[src/rtl/ar_breakpoint_unit_if.sv]
// CPU bus snoop and register-window signals shared between the cartridge decoder and the breakpoint unit.
interface ar_breakpoint_unit_if #(
   parameter int unsigned ADDR_W = 23
);
   logic [ADDR_W-1:0] cpu_address;
   logic              cpu_as_n;
   logic              cpu_rd;
   logic              reg_sel;
   logic              reg_wr;
   logic [5:0]        reg_addr;
   logic [15:0]       reg_wdata;
   logic [15:0]       reg_rdata;

   modport master (
      output cpu_address, cpu_as_n, cpu_rd, reg_sel, reg_wr, reg_addr, reg_wdata,
      input  reg_rdata
   );

   modport slave (
      input  cpu_address, cpu_as_n, cpu_rd, reg_sel, reg_wr, reg_addr, reg_wdata,
      output reg_rdata
   );
endinterface

[src/rtl/ar_breakpoint_unit.sv]
// Multi-channel breakpoint / freeze controller raising a level-7 request for the Action Replay monitor.
// Optional macro AR_BP_RANGE_EN turns even/odd channel pairs into inclusive address-range comparators.
module ar_breakpoint_unit #(
   parameter int unsigned NUM_BP = 4,
   parameter int unsigned ADDR_W = 23,
   parameter int unsigned CNT_W  = 8
) (
   input  logic                  clk,
   input  logic                  reset,
   ar_breakpoint_unit_if.slave   bus,
   input  logic                  freeze,
   input  logic                  arm,
   output logic                  int7_req,
   input  logic                  int7_ack,
   output logic                  frozen
);

   localparam int unsigned HI_W = ADDR_W - 16;
`ifdef AR_BP_RANGE_EN
   localparam int unsigned CTRL_W = 5;
`else
   localparam int unsigned CTRL_W = 4;
`endif

   typedef enum logic [1:0] {ST_IDLE, ST_PEND, ST_SERVICE} state_t;

   state_t              state_q, state_d;
   logic [5:0]          status_q, status_d;
   logic                gen_q;
   logic                as_n_d, freeze_d;
   logic                ev_q, ev_rd_q;
   logic [ADDR_W-1:0]   ev_addr_q;
   logic [CTRL_W-1:0]   ctrl_q [NUM_BP];
   logic [ADDR_W-1:0]   addr_q [NUM_BP];
   logic [CNT_W-1:0]    cnt_q  [NUM_BP];
   logic [NUM_BP-1:0]   match, trig;
   logic [3:0]          hit_ch;
   logic                idle, reg_we, freeze_rise, resume;
   logic [15:0]         rdata;

   assign idle        = (state_q == ST_IDLE);
   assign reg_we      = bus.reg_sel & bus.reg_wr;
   assign freeze_rise = freeze & ~freeze_d & arm;
   assign resume      = reg_we & (bus.reg_addr == 6'h00) & bus.reg_wdata[15];

   // Bus-cycle start detection: address and direction captured on the strobe's falling edge.
   always_ff @(posedge clk) begin
      if (reset) begin
         as_n_d    <= 1'b1;
         freeze_d  <= 1'b0;
         ev_q      <= 1'b0;
         ev_rd_q   <= 1'b0;
         ev_addr_q <= '0;
      end else begin
         as_n_d   <= bus.cpu_as_n;
         freeze_d <= freeze;
         ev_q     <= as_n_d & ~bus.cpu_as_n;
         if (as_n_d & ~bus.cpu_as_n) begin
            ev_addr_q <= bus.cpu_address;
            ev_rd_q   <= bus.cpu_rd;
         end
      end
   end

   for (genvar n = 0; n < NUM_BP; n++) begin : g_ch
      logic filt, base;
      assign filt = (ev_rd_q & ctrl_q[n][1]) | (~ev_rd_q & ctrl_q[n][2]);
      assign base = ev_q & ctrl_q[n][0] & gen_q & arm & filt;
`ifdef AR_BP_RANGE_EN
      if ((n % 2 == 0) && (n + 1 < NUM_BP)) begin : g_lo
         assign match[n] = base & (ctrl_q[n][4] ?
                           ((ev_addr_q >= addr_q[n]) && (ev_addr_q <= addr_q[n+1])) :
                           (ev_addr_q == addr_q[n]));
      end else if (n % 2 == 1) begin : g_hi
         // Upper bound of a range pair stops acting as its own comparator.
         assign match[n] = base & ~ctrl_q[n-1][4] & (ev_addr_q == addr_q[n]);
      end else begin : g_solo
         assign match[n] = base & (ev_addr_q == addr_q[n]);
      end
`else
      assign match[n] = base & (ev_addr_q == addr_q[n]);
`endif
      assign trig[n] = idle & match[n] & (cnt_q[n] == '0);
   end

   // Lowest-index triggering channel is the one reported.
   always_comb begin
      hit_ch = 4'd0;
      for (int n = int'(NUM_BP) - 1; n >= 0; n--) begin
         if (trig[n]) hit_ch = 4'(n);
      end
   end

   always_comb begin
      state_d  = state_q;
      status_d = status_q;
      case (state_q)
         ST_IDLE: begin
            if (freeze_rise) begin
               state_d  = ST_PEND;
               status_d = 6'h10;
            end else if (|trig) begin
               state_d  = ST_PEND;
               status_d = {2'b10, hit_ch};
            end
         end
         ST_PEND:    if (int7_ack) state_d = ST_SERVICE;
         ST_SERVICE: if (resume)   state_d = ST_IDLE;
         default:    state_d = ST_IDLE;
      endcase
   end

   always_ff @(posedge clk) begin
      if (reset) begin
         state_q  <= ST_IDLE;
         status_q <= '0;
         int7_req <= 1'b0;
         frozen   <= 1'b0;
      end else begin
         state_q  <= state_d;
         status_q <= status_d;
         int7_req <= (state_d == ST_PEND);
         frozen   <= (state_d != ST_IDLE);
      end
   end

   always_ff @(posedge clk) begin
      if (reset) gen_q <= 1'b0;
      else if (reg_we && bus.reg_addr == 6'h00) gen_q <= bus.reg_wdata[0];
   end

   // Channel registers: a register write in the same clk overrides the hardware update.
   always_ff @(posedge clk) begin
      if (reset) begin
         for (int n = 0; n < int'(NUM_BP); n++) begin
            ctrl_q[n] <= '0;
            addr_q[n] <= '0;
            cnt_q[n]  <= '0;
         end
      end else begin
         for (int n = 0; n < int'(NUM_BP); n++) begin
            if (idle && match[n] && cnt_q[n] != '0) cnt_q[n] <= cnt_q[n] - CNT_W'(1);
            if (trig[n] && ctrl_q[n][3]) ctrl_q[n][0] <= 1'b0;
            if (reg_we && bus.reg_addr == 6'(8 + 4*n)) begin
`ifdef AR_BP_RANGE_EN
               ctrl_q[n] <= {((n % 2 == 0) && (n + 1 < int'(NUM_BP))) ? bus.reg_wdata[4] : 1'b0,
                             bus.reg_wdata[3:0]};
`else
               ctrl_q[n] <= bus.reg_wdata[3:0];
`endif
            end
            if (reg_we && bus.reg_addr == 6'(9 + 4*n))  addr_q[n][15:0]       <= bus.reg_wdata;
            if (reg_we && bus.reg_addr == 6'(10 + 4*n)) addr_q[n][ADDR_W-1:16] <= bus.reg_wdata[HI_W-1:0];
            if (reg_we && bus.reg_addr == 6'(11 + 4*n)) cnt_q[n]               <= bus.reg_wdata[CNT_W-1:0];
         end
      end
   end

   always_comb begin
      rdata = '0;
      if (bus.reg_sel) begin
         if (bus.reg_addr == 6'h00) rdata = {15'd0, gen_q};
         if (bus.reg_addr == 6'h01) rdata = {10'd0, status_q};
         for (int n = 0; n < int'(NUM_BP); n++) begin
            if (bus.reg_addr[5:2] == 4'(n + 2)) begin
               case (bus.reg_addr[1:0])
                  2'd0:    rdata = 16'(ctrl_q[n]);
                  2'd1:    rdata = addr_q[n][15:0];
                  2'd2:    rdata = 16'(addr_q[n][ADDR_W-1:16]);
                  default: rdata = 16'(cnt_q[n]);
               endcase
            end
         end
      end
   end

   assign bus.reg_rdata = rdata;

endmodule

[src/flat_wrapper.sv]
// flat-port wrapper written by rule: the top's interface ports become plain ports
module ar_breakpoint_unit_flat 
#(
   parameter int unsigned NUM_BP = 4,
   parameter int unsigned ADDR_W = 23,
   parameter int unsigned CNT_W  = 8
)
  (clk, reset, freeze, arm, int7_req, int7_ack, frozen, bus_cpu_address, bus_cpu_as_n, bus_cpu_rd, bus_reg_sel, bus_reg_wr, bus_reg_addr, bus_reg_wdata, bus_reg_rdata);
  ar_breakpoint_unit_if #(.ADDR_W(ADDR_W)) bus_i ();
  input  logic clk;
  input  logic reset;
  input  logic freeze;
  input  logic arm;
  output logic int7_req;
  input  logic int7_ack;
  output logic frozen;
  input wire logic [$bits(bus_i.cpu_address)-1:0] bus_cpu_address;
  input wire logic [$bits(bus_i.cpu_as_n)-1:0] bus_cpu_as_n;
  input wire logic [$bits(bus_i.cpu_rd)-1:0] bus_cpu_rd;
  input wire logic [$bits(bus_i.reg_sel)-1:0] bus_reg_sel;
  input wire logic [$bits(bus_i.reg_wr)-1:0] bus_reg_wr;
  input wire logic [$bits(bus_i.reg_addr)-1:0] bus_reg_addr;
  input wire logic [$bits(bus_i.reg_wdata)-1:0] bus_reg_wdata;
  output wire logic [$bits(bus_i.reg_rdata)-1:0] bus_reg_rdata;
  assign bus_i.cpu_address = bus_cpu_address;
  assign bus_i.cpu_as_n = bus_cpu_as_n;
  assign bus_i.cpu_rd = bus_cpu_rd;
  assign bus_i.reg_sel = bus_reg_sel;
  assign bus_i.reg_wr = bus_reg_wr;
  assign bus_i.reg_addr = bus_reg_addr;
  assign bus_i.reg_wdata = bus_reg_wdata;
  assign bus_reg_rdata = bus_i.reg_rdata;
  ar_breakpoint_unit #(.NUM_BP(NUM_BP), .ADDR_W(ADDR_W), .CNT_W(CNT_W)) u_core (.clk(clk), .reset(reset), .bus(bus_i), .freeze(freeze), .arm(arm), .int7_req(int7_req), .int7_ack(int7_ack), .frozen(frozen));
endmodule
[config.mk]
export PLATFORM = sky130hd
export DESIGN_NAME = ar_breakpoint_unit_flat
export DESIGN_NICKNAME = d
export VERILOG_FILES = /design/src/rtl/ar_breakpoint_unit_if.sv /design/src/rtl/ar_breakpoint_unit.sv /design/src/flat_wrapper.sv
export SDC_FILE = /design/constraint.sdc
export NUM_CORES = 1
export LEC_CHECK = 0
export CORE_AREA = 10 10 128 188
export DETAILED_ROUTE_END_ITERATION = 6
export DIE_AREA = 0 0 138 198
export GPL_TIMING_DRIVEN = 0
export PLACE_DENSITY_LB_ADDON = 0.08
export SKIP_CTS_REPAIR_TIMING = 1
export SLEW_MARGIN = 30
export SYNTH_ARGS = -nofsm -noshare
export SYNTH_HDL_FRONTEND = slang
export SYNTH_SLANG_ARGS = --single-unit
export TNS_END_PERCENT = 30
[constraint.sdc]
create_clock -name clk -period 5 [get_ports clk]
set_clock_uncertainty 0.15 [all_clocks]
set_input_delay 0.75 -clock clk [delete_from_list [all_inputs] [get_ports clk]]
set_output_delay 0.75 -clock clk [all_outputs]
set_load 0.005 [all_outputs]
After elaboration in Yosys (flattened, before gate mapping)
Memory sizes are Yosys's and may differ from the RTL's.
Cells that the tools add are included.
{"block": "totals", "register_bits": 38, "mem_bits_rw": 140, "inputBits": 54, "output_inout_bits": 18, "wordCells": 292, "memories": 3}
{"block": "op_classes", "add_sub_neg": 4, "eq_ne": 30, "mux": 124, "bitwise": 77, "n_reduce_logical": 44}
{"name": "u_core.addr_q", "words": 4, "word_bits": 23, "rd": 4, "rd_ports_with_merged_regs": 0, "wr": 4, "line_no": "ar_breakpoint_unit.sv:34", "source": "logic [ADDR_W-1:0] addr_q [NUM_BP];"}
{"name": "u_core.cnt_q", "words": 4, "word_bits": 8, "rd": 4, "rd_ports_with_merged_regs": 0, "wr": 4, "line_no": "ar_breakpoint_unit.sv:35", "source": "logic [CNT_W-1:0] cnt_q [NUM_BP];"}
{"name": "u_core.ctrl_q", "words": 4, "word_bits": 4, "rd": 4, "rd_ports_with_merged_regs": 0, "wr": 4, "line_no": "ar_breakpoint_unit.sv:33", "source": "logic [CTRL_W-1:0] ctrl_q [NUM_BP];"}
{"cell": "16-bit case mux with 3 select lines", "count": 4}
{"cell": "16-bit two-way mux", "count": 9}
{"cell": "23-bit == test", "count": 4}
{"cell": "1-bit two-way mux", "count": 83}
{"cell": "8-bit two-way mux", "count": 8}
{"cell": "6-bit by 4-bit == test with 1-bit output, second input constant", "count": 8}
{"cell": "6-bit by 5-bit == test with 1-bit output, second input constant", "count": 8}
{"cell": "1-bit AND", "count": 42}
{"cell": "8-bit zero test", "count": 4}
{"cell": "1-bit bitwise OR", "count": 32}
{"cell": "8-bit nonzero test", "count": 4}
{"cell": "8-bit by 1-bit subtractor with 8-bit output, second input constant", "count": 4}
{"cell": "1-bit logical AND", "count": 29}
{"cell": "7-bit two-way mux", "count": 4}
{"cell": "6-bit two-way mux", "count": 3}
{"cell": "2-bit two-way mux", "count": 8}
{"cell": "3-bit two-way mux", "count": 4}
{"cell": "4-bit by 2-bit == test with 1-bit output, second input constant", "count": 2}
{"cell": "4-bit by 3-bit == test with 1-bit output, second input constant", "count": 2}
{"cell": "2-bit by 1-bit == test with 1-bit output, second input constant", "count": 3}
{"cell": "6-bit by 1-bit == test with 1-bit output, second input constant", "count": 1}
{"cell": "6-bit zero test", "count": 1}
{"cell": "2-bit case mux with 3 select lines", "count": 1}
{"cell": "2-bit == test, second input constant", "count": 2}
{"cell": "other kinds (5)", "count": 9}

Logic depth before layout (Yosys ltp)
Gate-level depths: netlist (run 1).
An unclocked memory read counts as a cell.
{"block": "logic_depth", "ltp_word": 14, "mapped_depth": 8, "mapped_depth_nobuf": 8}

Worst setup path after synthesis (run 1)
OpenSTA, ideal clock, no wires.
{"block": "synth_timing", "path_type": "input to output", "start": "input port bus_reg_addr[1]", "end": "output port bus_reg_rdata[5]", "arrival_time_ps": 2274, "required_ps": 4100, "slack_ps": 1826, "cell_stages": 7, "path_buffers": 3, "path_cell_list": "clkbuf_1 clkbuf_1 buf_1 a22oi_1 o22ai_1 a21oi_1 a21boi_0"}
{"block": "synth_between", "elab_chain_len": 7, "elab_cells_between_ends": 14, "classes_between": "eq/ne: 3; mux: 10; reduce/logical: 1"}
{"item": "start: declaration", "line_no": "flat_wrapper.sv:22", "source": "input wire logic [$bits(bus_i.reg_addr)-1:0] bus_reg_addr;"}
{"item": "2-bit == test (tied with other cells)", "line_no": "ar_breakpoint_unit.sv:166", "source": "case (bus.reg_addr[1:0])"}
{"item": "16-bit case mux with 3 select lines or 6-bit two-way mux (tied branches)", "line_no": "ar_breakpoint_unit.sv:166, ar_breakpoint_unit.sv:163"}
{"item": "16-bit two-way mux (3 in series)", "line_no": "ar_breakpoint_unit.sv:165", "source": "if (bus.reg_addr[5:2] == 4'(n + 2)) begin"}
{"item": "16-bit two-way mux (*)", "line_no": "ar_breakpoint_unit.sv:165"}
{"item": "16-bit two-way mux (*)", "line_no": "ar_breakpoint_unit.sv:161", "source": "if (bus.reg_sel) begin"}
{"item": "end: declaration", "line_no": "flat_wrapper.sv:24", "source": "output wire logic [$bits(bus_i.reg_rdata)-1:0] bus_reg_rdata;"}
Mark *: on every way between the ends. The rest lies on a longest branch, timed or not.

Worst setup path in the final report (run 1)
Same ends and word-level chain as after synthesis.

==> qor.yml, run 1 <==
outcome: "finished, final reports clean"
synth-async-reset-ratio_pct: 0
switchingPower_w: 0.0009138
vias_per_cell: 5.913
final_hold_viol_count: 0
slew_violations: 0
syn_inst: 959
ys_warn_count: 0
cts_tree: "done"
power.density_nw_per_um2: 303.6
synth_ff_type: "edfxtp_1"
synth_fp_nets: 1017
yosysSeqAreaShare_pct: 48.79
cp_max_fo: 10
maxCapViolations: 0
critPathTopFamily: "buffers and inverters"
rsz0062_at_grt: "false"
diodes: 0
finalSetupViolations: 0
die_area_um2: 27320
grt_start_max_net_pins: 17
drive_gt1_share_pct: 9.434
leakage_nw: 4.028
slew_headroom_pct: 29.50
clock-sinks: 176
peakVddDrop_mv: 0.2173
fmax_mhz: 205.3
num-nets-final: 1105
cp_num_buf_inv: 5
clk_pin_slew_ps: 60
globalplace.congestion: 0.9931
ant_nets: 0
post-route-period-util_pct: 97.43
syn_area_um2: 10090
dp_hpwl_um: 27670
drt-initial-drc-count: 673
wl_per_cell_um: 26.41
slowest_delay_ps: 590
initial_core_util_pct: 48.49
grt_overflow_total: 0
fin_crit_ps: 4871
io_buffers: 69
hold_ws_ps: 311.5
die_y_um: 198
core_region_area_um2: 20820
ys_seq_elements: 176
p_int_w: 0.002656
io_pins: 72
seq_power_share_pct: 48.5
crit_required_ps: 4100
worst_setup_path_start_kind: "input pin"
cts_buffer_depth: 2
grt_pass1_wl_um: 51450
synth_edf_count: 140
pwr-share-clk_pct: 39.0
synth_cell_type_count: 62
cp_slowest_cell: "clkdlybuf4s50_1"
syn_avg_cell_area_um2: 10.53
numCtsBuffers: 17
antenna_found_initial: 0
crit_type: "input pin to output pin"
finalPower_w: 0.003569
path_cells: "clkdlybuf4s50_1 -> clkbuf_2 -> clkbuf_1 -> clkbuf_2 -> a22oi_1 -> o22ai_1 -> a21oi_1 -> a21boi_0 -> clkdlybuf4s50_1"
first_global_vias: 7890
grt.total_usage_pct: 25.45
dieWidth_um: 138
htreeDepth: 4
dr.pass1.iters: 5
p_sw_share_pct: 25.60
end_kind: "output pin"
cp_data_arrival_time_ps: 3970
routed_wl_um: 35070
placementRows: 65
num_vias: 7852
worst_pin_slew_ps: 1049
drc: 0
clock-root-buffer: "clkbuf_16"
hold_class: "flip-flop to flip-flop"
combPwrFrac_pct: 12.5
area_growth_pct: 16.45
clk_latency_ps: 450
[area by class of cell]
| cell class | instances | area (um2) |
|---|---|---|
| fillers | 1898 | 9065 |
| flip-flops and latches | 176 | 4925 |
| multi-input cells | 701 | 4800 |
| repair buffers | 69 | 690.7 |
| clock buffers | 26 | 589.3 |
| well taps | 268 | 335.3 |
| plain buffers | 67 | 324.1 |
| inverters | 15 | 56.30 |
| clock inverters | 6 | 35.03 |
[synth_stat cells (11+ instances only)]
cell type	number	area, um2
nand3_1	11	55.05
and2_1	110	688.2
nor2b_1	12	75.07
o21ai_1	16	80.08
nand4_1	20	125.1
xnor2_1	55	481.7
dfxtp_1	36	720.7
xor2_1	51	446.7
nor4_1	15	93.84
a21oi_1	31	155.2
nor3_1	23	115.1
edfxtp_1	140	4204
inv_1	15	56.30
nor2_1	53	198.9
a22oi_1	25	187.7
nand2_1	113	424.2
mux4_2	17	382.9
clkbuf_1	47	176.4
[worst paths after layout]
path                             start                  to  slack [ps]  cells after the start
setup / recovery       bus_reg_addr[1]    bus_reg_rdata[5]         130                      9
hold / removal           u_core.as_n_d         u_core.ev_q         310                      2
setup reg to reg  u_core.ev_addr_q[18]  u_core.status_q[5]        1750                      7
hold reg to reg          u_core.as_n_d         u_core.ev_q         310                      2
[logic make-up (layout without fill, tap and decap cells)]
logic type	after synthesis	count (layout)	share of synthesized area [%]
DFF	176	176	48.79
and+or+nand+nor	402	402	20.91
buffers and inverters	82	183	3.743
xor gates and xnor gates	111	111	10.00
AOI/OAI and AO/OA	147	147	10.16
adders and majority gates	4	4	0.4958
muxes	37	37	5.900
[flip-flops by register name, summed over array words and instances, names as in the netlist]
name and flops:
u_core.addr_q 92, u_core.cnt_q 32, u_core.ev_addr_q 23, u_core.ctrl_q 16, u_core.status_q 4, u_core.state_q 2, u_core.as_n_d 1, u_core.ev_q 1
u_core.ev_rd_q 1, u_core.freeze_d 1, u_core.frozen 1, u_core.gen_q 1, u_core.int7_req 1
[metal layers]
metal,wire length [um],vias up,GRT usage (%)
li1,-,3604,-
met1,13620,3818,29.47
met2,17150,332,42.92
met3,2048,98,4.483
met4,2253,0,15.86
met5,0,-,0
[worst register-to-register path, cell delays in order (launching register included)]
cell and delay [ps]:
dfxtp_1 320, clkbuf_1 400, xnor2_1 210, nand4_1 160, or4_1 590, nor3_1 870, o31ai_1 260, a31oi_1 220
[through the flow]
stage	worst slack (ps)	std cells	setup TNS (ps)	utilization (%)	area [um2]
6_report	128.7	1328	0	56.46	11760
5_1_grt	33.94	1328	0	56.46	11760
4_1_cts	-246.8	1328	-265.5	56.44	11750
3_5_place_dp	-240.4	1296	-240.4	53.44	11130
3_3_place_gp	-291.6	1296	-306.5	53.41	11120
2_1_floorplan	1826	959	0	-	10090
[layout by cell type (no fill, tap or decap), drive strengths merged, types with 3 or more instances in the layout]
cell and instances:
mux4 17, clkinv 5, clkdlybuf4s50 69, or4 5
a211oi 3, or2 5, a31oi 4, a31o 5
buf 19, a221oi 4, nand3 11, edfxtp 140
dfxtp 36, inv 16, nand2 113, clkbuf 74
a22oi 25, o31ai 17, nor2b 12, a21boi 10
nor2 55, o21ai 19, and2 110, nor3 23
nand4 20, nor3b 4, nand2b 10, a21oi 31
mux2i 10, and3 3, nor4 17, o21bai 5
xor2 51, a21o 7, xnor2 60, o22ai 7
ha 4, or3 6, mux2 10
[power by group through the flow]
stage | clock network (W) | logic (W) | registers [W]
final | 0.00139 | 0.000446 | 0.00173
after global routing | 0.00146 | 0.000473 | 0.00174
after CTS | 0.00139 | 0.000443 | 0.00173
after detailed placement | 0 | 0.000440 | 0.00176
after global placement | 0 | 0.000439 | 0.00176
after floorplan | 0 | 0.000266 | 0.00172
(Power assumes the default switching activity.)
==> inputs of run 2 (changes only) <==
- GPL_TIMING_DRIVEN: 0 -> 1
==> run 2 against run 1 <==
  * First-iteration DRC count increased by 28%
  * Sequential power hardly changed
  * Setup slack gained 380 ps
  * Register-to-register slack lost 20 ps
  * Core utilization fell by 0.88 points
  * Count of clock-buffer cells in the layout fell by 5
  * Clock power about the same
  * Fmax grew 8.6%
  * Critical path type unchanged
  * Highest routed layer unchanged
==> qor.yml, run 2 (synthesized netlist as in run 1, its figures left out) <==
outcome: "finished, final reports clean"  # unchanged
wl_per_cell_um: 25.60  # was 26.41 um
p_int_w: 0.002627  # was 0.002656 W
cp_slowest_cell: "nor3b_1"  # was clkdlybuf4s50_1
reg_top3: "u_core.addr_q: 92 flops, u_core.cnt_q: 32 flops, u_core.ev_addr_q: 23 flops"  # unchanged
maxCapViolations: 0  # unchanged
dp_hpwl_um: 25280  # was 27670 um
first_global_vias: 7568  # was 7890
switchingPower_w: 0.0008819  # was 0.0009138 W
grt_start_max_net_pins: 56  # was 17
clock-root-buffer: "clkbuf_16"  # unchanged
num_vias: 7748  # was 7852
numPlacedInstances: 1254  # was 1296
clk_latency_ps: 440  # was 450 ps
grt.total_usage_pct: 23.47  # was 25.45%
path_cells: "clkdlybuf4s50_1 -> nor3b_1 -> nand2_1 -> o22ai_1 -> a2111oi_0 -> nor3b_1 -> clkdlybuf4s50_1"  # was clkdlybuf4s50_1 -> clkbuf_2 -> clkbuf_1 -> clkbuf_2 -> a22oi_1 -> o22ai_1 -> a21oi_1 -> a21boi_0 -> clkdlybuf4s50_1
fin_crit_ps: 4487  # was 4871 ps
io_buffers: 71  # was 69
largest_reg_flops: 92  # unchanged
drive_gt1_share_pct: 10.41  # was 9.434%
grt_overflow_total: 0  # unchanged
routed_wl_um: 32920  # was 35070 um
tns_ps: 0  # unchanged
area_growth_pct: 14.63  # was 16.45%
clock-sinks: 176  # unchanged
numCtsBuffers: 17  # unchanged
end_kind: "output pin"  # unchanged
die_y_um: 198  # unchanged
clk_pin_slew_ps: 60  # about the same
initial_core_util_pct: 48.49  # unchanged
place_area_um2: 10980  # was 11130 um2
fmax_mhz: 222.9  # was 205.3 MHz
crit_type: "input pin to output pin"  # unchanged
antenna_found_initial: 0  # unchanged
cp_max_fo: 7  # was 10
post-route-cell-area_um2: 11570  # was 11760 um2
dieWidth_um: 138  # unchanged
post-route-period-util_pct: 89.73  # was 97.43%
core_region_area_um2: 20820  # unchanged
num-nets-final: 1063  # was 1105
dr.pass1.iters: 5  # unchanged
vias_per_cell: 6.025  # was 5.913
fin_cells: 1286  # was 1328
cp_data_arrival_time_ps: 3590  # was 3970 ps
placementRows: 65  # unchanged
ant_nets: 0  # unchanged
layout_common_cells: "edfxtp_1, nand2_1, and2_1"  # unchanged
grt_pass1_wl_um: 48020  # was 51450 um
drt-initial-drc-count: 860  # was 673
final_hold_viol_count: 0  # unchanged
crit_required_ps: 4100  # about the same
io_pins: 72  # unchanged
htreeDepth: 4  # unchanged
seq_power_share_pct: 50.1  # was 48.5%
hold_class: "flip-flop to flip-flop"  # unchanged
diodes: 0  # unchanged
pwr-share-clk_pct: 38.7  # was 39.0%
combPwrFrac_pct: 11.2  # was 12.5%
top_register: "u_core.addr_q"  # unchanged
slew_violations: 0  # unchanged
globalplace.congestion: 0.9095  # was 0.9931
finalSetupViolations: 0  # unchanged
slew_headroom_pct: 35.30  # was 29.50%
worst_setup_path_start_kind: "input pin"  # unchanged
p_sw_share_pct: 25.13  # was 25.60%
rsz0062_at_grt: "false"  # unchanged
slowest_delay_ps: 680  # was 590 ps
peakVddDrop_mv: 0.2283  # was 0.2173 mV
worst_pin_slew_ps: 961.6  # was 1049 ps
leakage_nw: 3.975  # was 4.028 nW
cts_buffer_depth: 2  # unchanged
power.density_nw_per_um2: 303.3  # was 303.6 nW/um2
cts_tree: "done"  # unchanged
layout_commonest_cell: "edfxtp_1"  # unchanged
drc: 0  # unchanged
fill_cells: 1890  # was 1898
die_area_um2: 27320  # unchanged
## run 2: cell count changes in the layout (fill, tap and decap cells not counted), sizes merged
cell,delta
buf,+7
bufinv,+3
clkbuf,-53
clkdlybuf4s50,-1
clkinvlp,+3
inv,-1
## run 2: metal layers
metal / share of wire [%] / up-vias / track usage, %
met1: 40 / 3801 / 28.24
li1: - / 3523 / -
met2: 49 / 344 / 39.36
met3: 5.7 / 80 / 3.788
met5: 0 / - / 0
met4: 5.1 / 0 / 12.92
## run 2: metrics by stage
stage	hold slack [ps]	worst slack [ps]	power, W	util [%]
final	315.4	513.3	0.003509	55.58
after global routing	359.2	303.7	0.003614	55.58
after CTS	304.4	563.9	0.003519	55.56
after detailed placement	291.0	584.4	0.002175	52.72
after global placement	292.8	642.6	0.002174	52.72
after floorplan	278.9	1826	0.001989	-
## run 2: cell type report
type	count	area, um2	area share (%)
Clock inverter	11	141.4	1.222
Tap cell	268	335.3	2.898
Clock buffer	21	450.4	3.893
Inverter	15	56.30	0.4866
Timing Repair Buffer	94	868.3	7.504
Multi-Input combinational cell	701	4795	41.44
Sequential cell	176	4925	42.56
## run 2: final timing paths
| kind | cells past startpoint | to | slack, ps | startpoint |
|---|---|---|---|---|
| setup / recovery | 7 | bus_reg_rdata[4] | 510 | bus_reg_addr[4] |
| hold / removal | 2 | u_core.ev_q | 320 | u_core.as_n_d |
| setup reg to reg | 5 | u_core.cnt_q[2][2] | 1730 | u_core.addr_q[2][12] |
| hold reg to reg | 2 | u_core.ev_q | 320 | u_core.as_n_d |
## run 2: power by group through the flow
| stage | clock [W] | sequential (W) | combinational, W |
|---|---|---|---|
| 2_1_floorplan | 0 | 0.00172 | 0.000266 |
| 3_3_place_gp | 0 | 0.00178 | 0.000389 |
| 3_5_place_dp | 0 | 0.00179 | 0.000390 |
| 4_1_cts | 0.00137 | 0.00175 | 0.000392 |
| 5_1_grt | 0.00143 | 0.00176 | 0.000421 |
| 6_report | 0.00136 | 0.00176 | 0.000393 |
## run 2: critical path: cells and delay by family
family	cells	cell delay, ps
buffers and inverters	2	1070
AO/OA/AOI/OAI	2	440
AND/OR/NAND/NOR	3	1310
==> inputs of run 3 (changes only) <==
- CTS_BUF_LIST: not set -> sky130_fd_sc_hd__clkbuf_4 sky130_fd_sc_hd__clkbuf_8 sky130_fd_sc_hd__clkbuf_16
- MAX_ROUTING_LAYER: not set -> met4
==> run 3 against run 2 <==
  * Register-to-register slack got worse by 30 ps
  * Non-clock buffer count grew 1
  * Combinational power is essentially flat
  * Clock power up 15%
  * Via count decreased by 0.18%
  * Critical endpoint unchanged
  * Largest power group unchanged
==> qor.yml, run 3 (synthesized netlist as in run 1, its figures left out) <==
clock-sinks: 176  # unchanged
num_vias: 7734  # was 7748
post-route-cell-area_um2: 11670  # was 11570 um2
leakage_nw: 4.032  # was 3.975 nW
outcome: "finished, final reports clean"  # unchanged
dp_hpwl_um: 25370  # was 25280 um
slew_headroom_pct: 31.80  # was 35.30%
critPathLaunch: "bus_reg_addr[4]"  # unchanged
initial_core_util_pct: 48.49  # unchanged
cts_tree: "done"  # unchanged
path_cells: "clkdlybuf4s50_1 -> nor3b_1 -> nand2_1 -> o22ai_1 -> a2111oi_0 -> nor3b_1 -> clkdlybuf4s50_1"  # unchanged
fmax_mhz: 222.1  # was 222.9 MHz
reg_top3: "u_core.addr_q: 92 flops, u_core.cnt_q: 32 flops, u_core.ev_addr_q: 23 flops"  # unchanged
drt-initial-drc-count: 937  # was 860
io_buffers: 71  # unchanged
dieWidth_um: 138  # unchanged
die_area_um2: 27320  # unchanged
tns_ps: 0  # unchanged
drive_gt1_share_pct: 10.89  # was 10.41%
die_y_um: 198  # unchanged
top_register: "u_core.addr_q"  # unchanged
cp_max_fo: 7  # unchanged
holdCritStartpoint: "u_core.as_n_d"  # unchanged
num-nets-final: 1064  # was 1063
place_area_um2: 10980  # about the same
core_region_area_um2: 20820  # unchanged
fin_cells: 1287  # was 1286
grt.total_usage_pct: 24.63  # was 23.47%
final_hold_viol_count: 0  # unchanged
r2r-start: "u_core.ev_addr_q[12]"  # was u_core.addr_q[2][12]
peakVddDrop_mv: 0.2249  # was 0.2283 mV
wl_per_cell_um: 25.83  # was 25.60 um
slowest_delay_ps: 610  # was 680 ps
crit_required_ps: 4100  # about the same
numCtsBuffers: 17  # unchanged
fin_crit_ps: 4503  # was 4487 ps
grt_overflow_total: 0  # unchanged
ant_nets: 0  # unchanged
end_kind: "output pin"  # unchanged
power.density_nw_per_um2: 318.0  # was 303.3 nW/um2
utilization_pct: 56.05  # was 55.58%
numPlacedInstances: 1255  # was 1254
rsz0062_at_grt: "false"  # unchanged
hold_class: "flip-flop to flip-flop"  # unchanged
area_growth_pct: 15.60  # was 14.63%
antenna_found_initial: 0  # unchanged
routed_wl_um: 33240  # was 32920 um
vias_per_cell: 6.009  # was 6.025
post-route-period-util_pct: 90.07  # was 89.73%
first_global_vias: 7642  # was 7568
clock-root-buffer: "clkbuf_16"  # unchanged
htreeDepth: 4  # unchanged
worst_pin_slew_ps: 1020  # was 961.6 ps
min_delay_path_depth: 2  # unchanged
placementRows: 65  # unchanged
cp_slowest_cell: "clkdlybuf4s50_1"  # was nor3b_1
crit_type: "input pin to output pin"  # unchanged
clk_pin_slew_ps: 70  # was 60 ps
grt_pass1_wl_um: 49150  # was 48020 um
maxCapViolations: 0  # unchanged
io_pins: 72  # unchanged
layout_common_cells: "edfxtp_1, nand2_1, and2_1"  # unchanged
diodes: 0  # unchanged
globalplace.congestion: 0.9570  # was 0.9095
worst_setup_path_start_kind: "input pin"  # unchanged
layout_commonest_cell: "edfxtp_1"  # unchanged
largest_reg_flops: 92  # unchanged
grt_start_max_net_pins: 43  # was 56
dr.pass1.iters: 5  # unchanged
cp_data_arrival_time_ps: 3600  # was 3590 ps
cts_buffer_depth: 2  # unchanged
slew_violations: 0  # unchanged
r2r_cells: 5  # unchanged
drc: 0  # unchanged
finalPower_w: 0.003711  # was 0.003509 W
fill_cells: 1829  # was 1890
clk_latency_ps: 450  # was 440 ps
finalSetupViolations: 0  # unchanged
## run 3: area by class of cell
cell class | instances | area, um2 | share of cell area [%]
clock buffer | 18 | 432.9 | 3.710
clock inverter | 14 | 250.2 | 2.144
inverter | 15 | 56.30 | 0.4825
multi-input combinational | 701 | 4795 | 41.09
sequential | 176 | 4925 | 42.20
tap | 268 | 335.3 | 2.873
timing repair buffer | 95 | 875.8 | 7.505
## run 3: critical path, delay by kind of cell
kind            cells  cell delay (ps)
compound gates      2              390
buf+inv             2             1120
simple gates        3             1350
## run 3: worst paths after layout
kind	end	slack [ps]
worst max-delay path	bus_reg_rdata[4]	500
worst min-delay path	u_core.ev_q	330
worst max register to register	u_core.cnt_q[2][2]	1700
worst min register to register	u_core.ev_q	330
## run 3: power breakdown
group	total, W	leakage (nW)	internal, W	switching, W
Combinational	0.000393	2.07	0.000177	0.000216
Clock	0.00156	0.333	0.000953	0.000606
Sequential	0.00176	1.63	0.00165	0.000105
## run 3: layer usage
metal	global-route usage, %	wire, um
met1	29.10	13480
met2	40.76	16450
met3	3.692	1891
met4	11.43	1427
met5	-	0
## run 3: stage by stage
stage / worst slack, ps / hold WS (ps)
after detailed placement: 552.7 / 296.2
final: 496.7 / 325.0
after global placement: 635.5 / 292.7
after global routing: 348.7 / 345.4
after floorplan: 1826 / 278.9
after CTS: 538.2 / 311.5
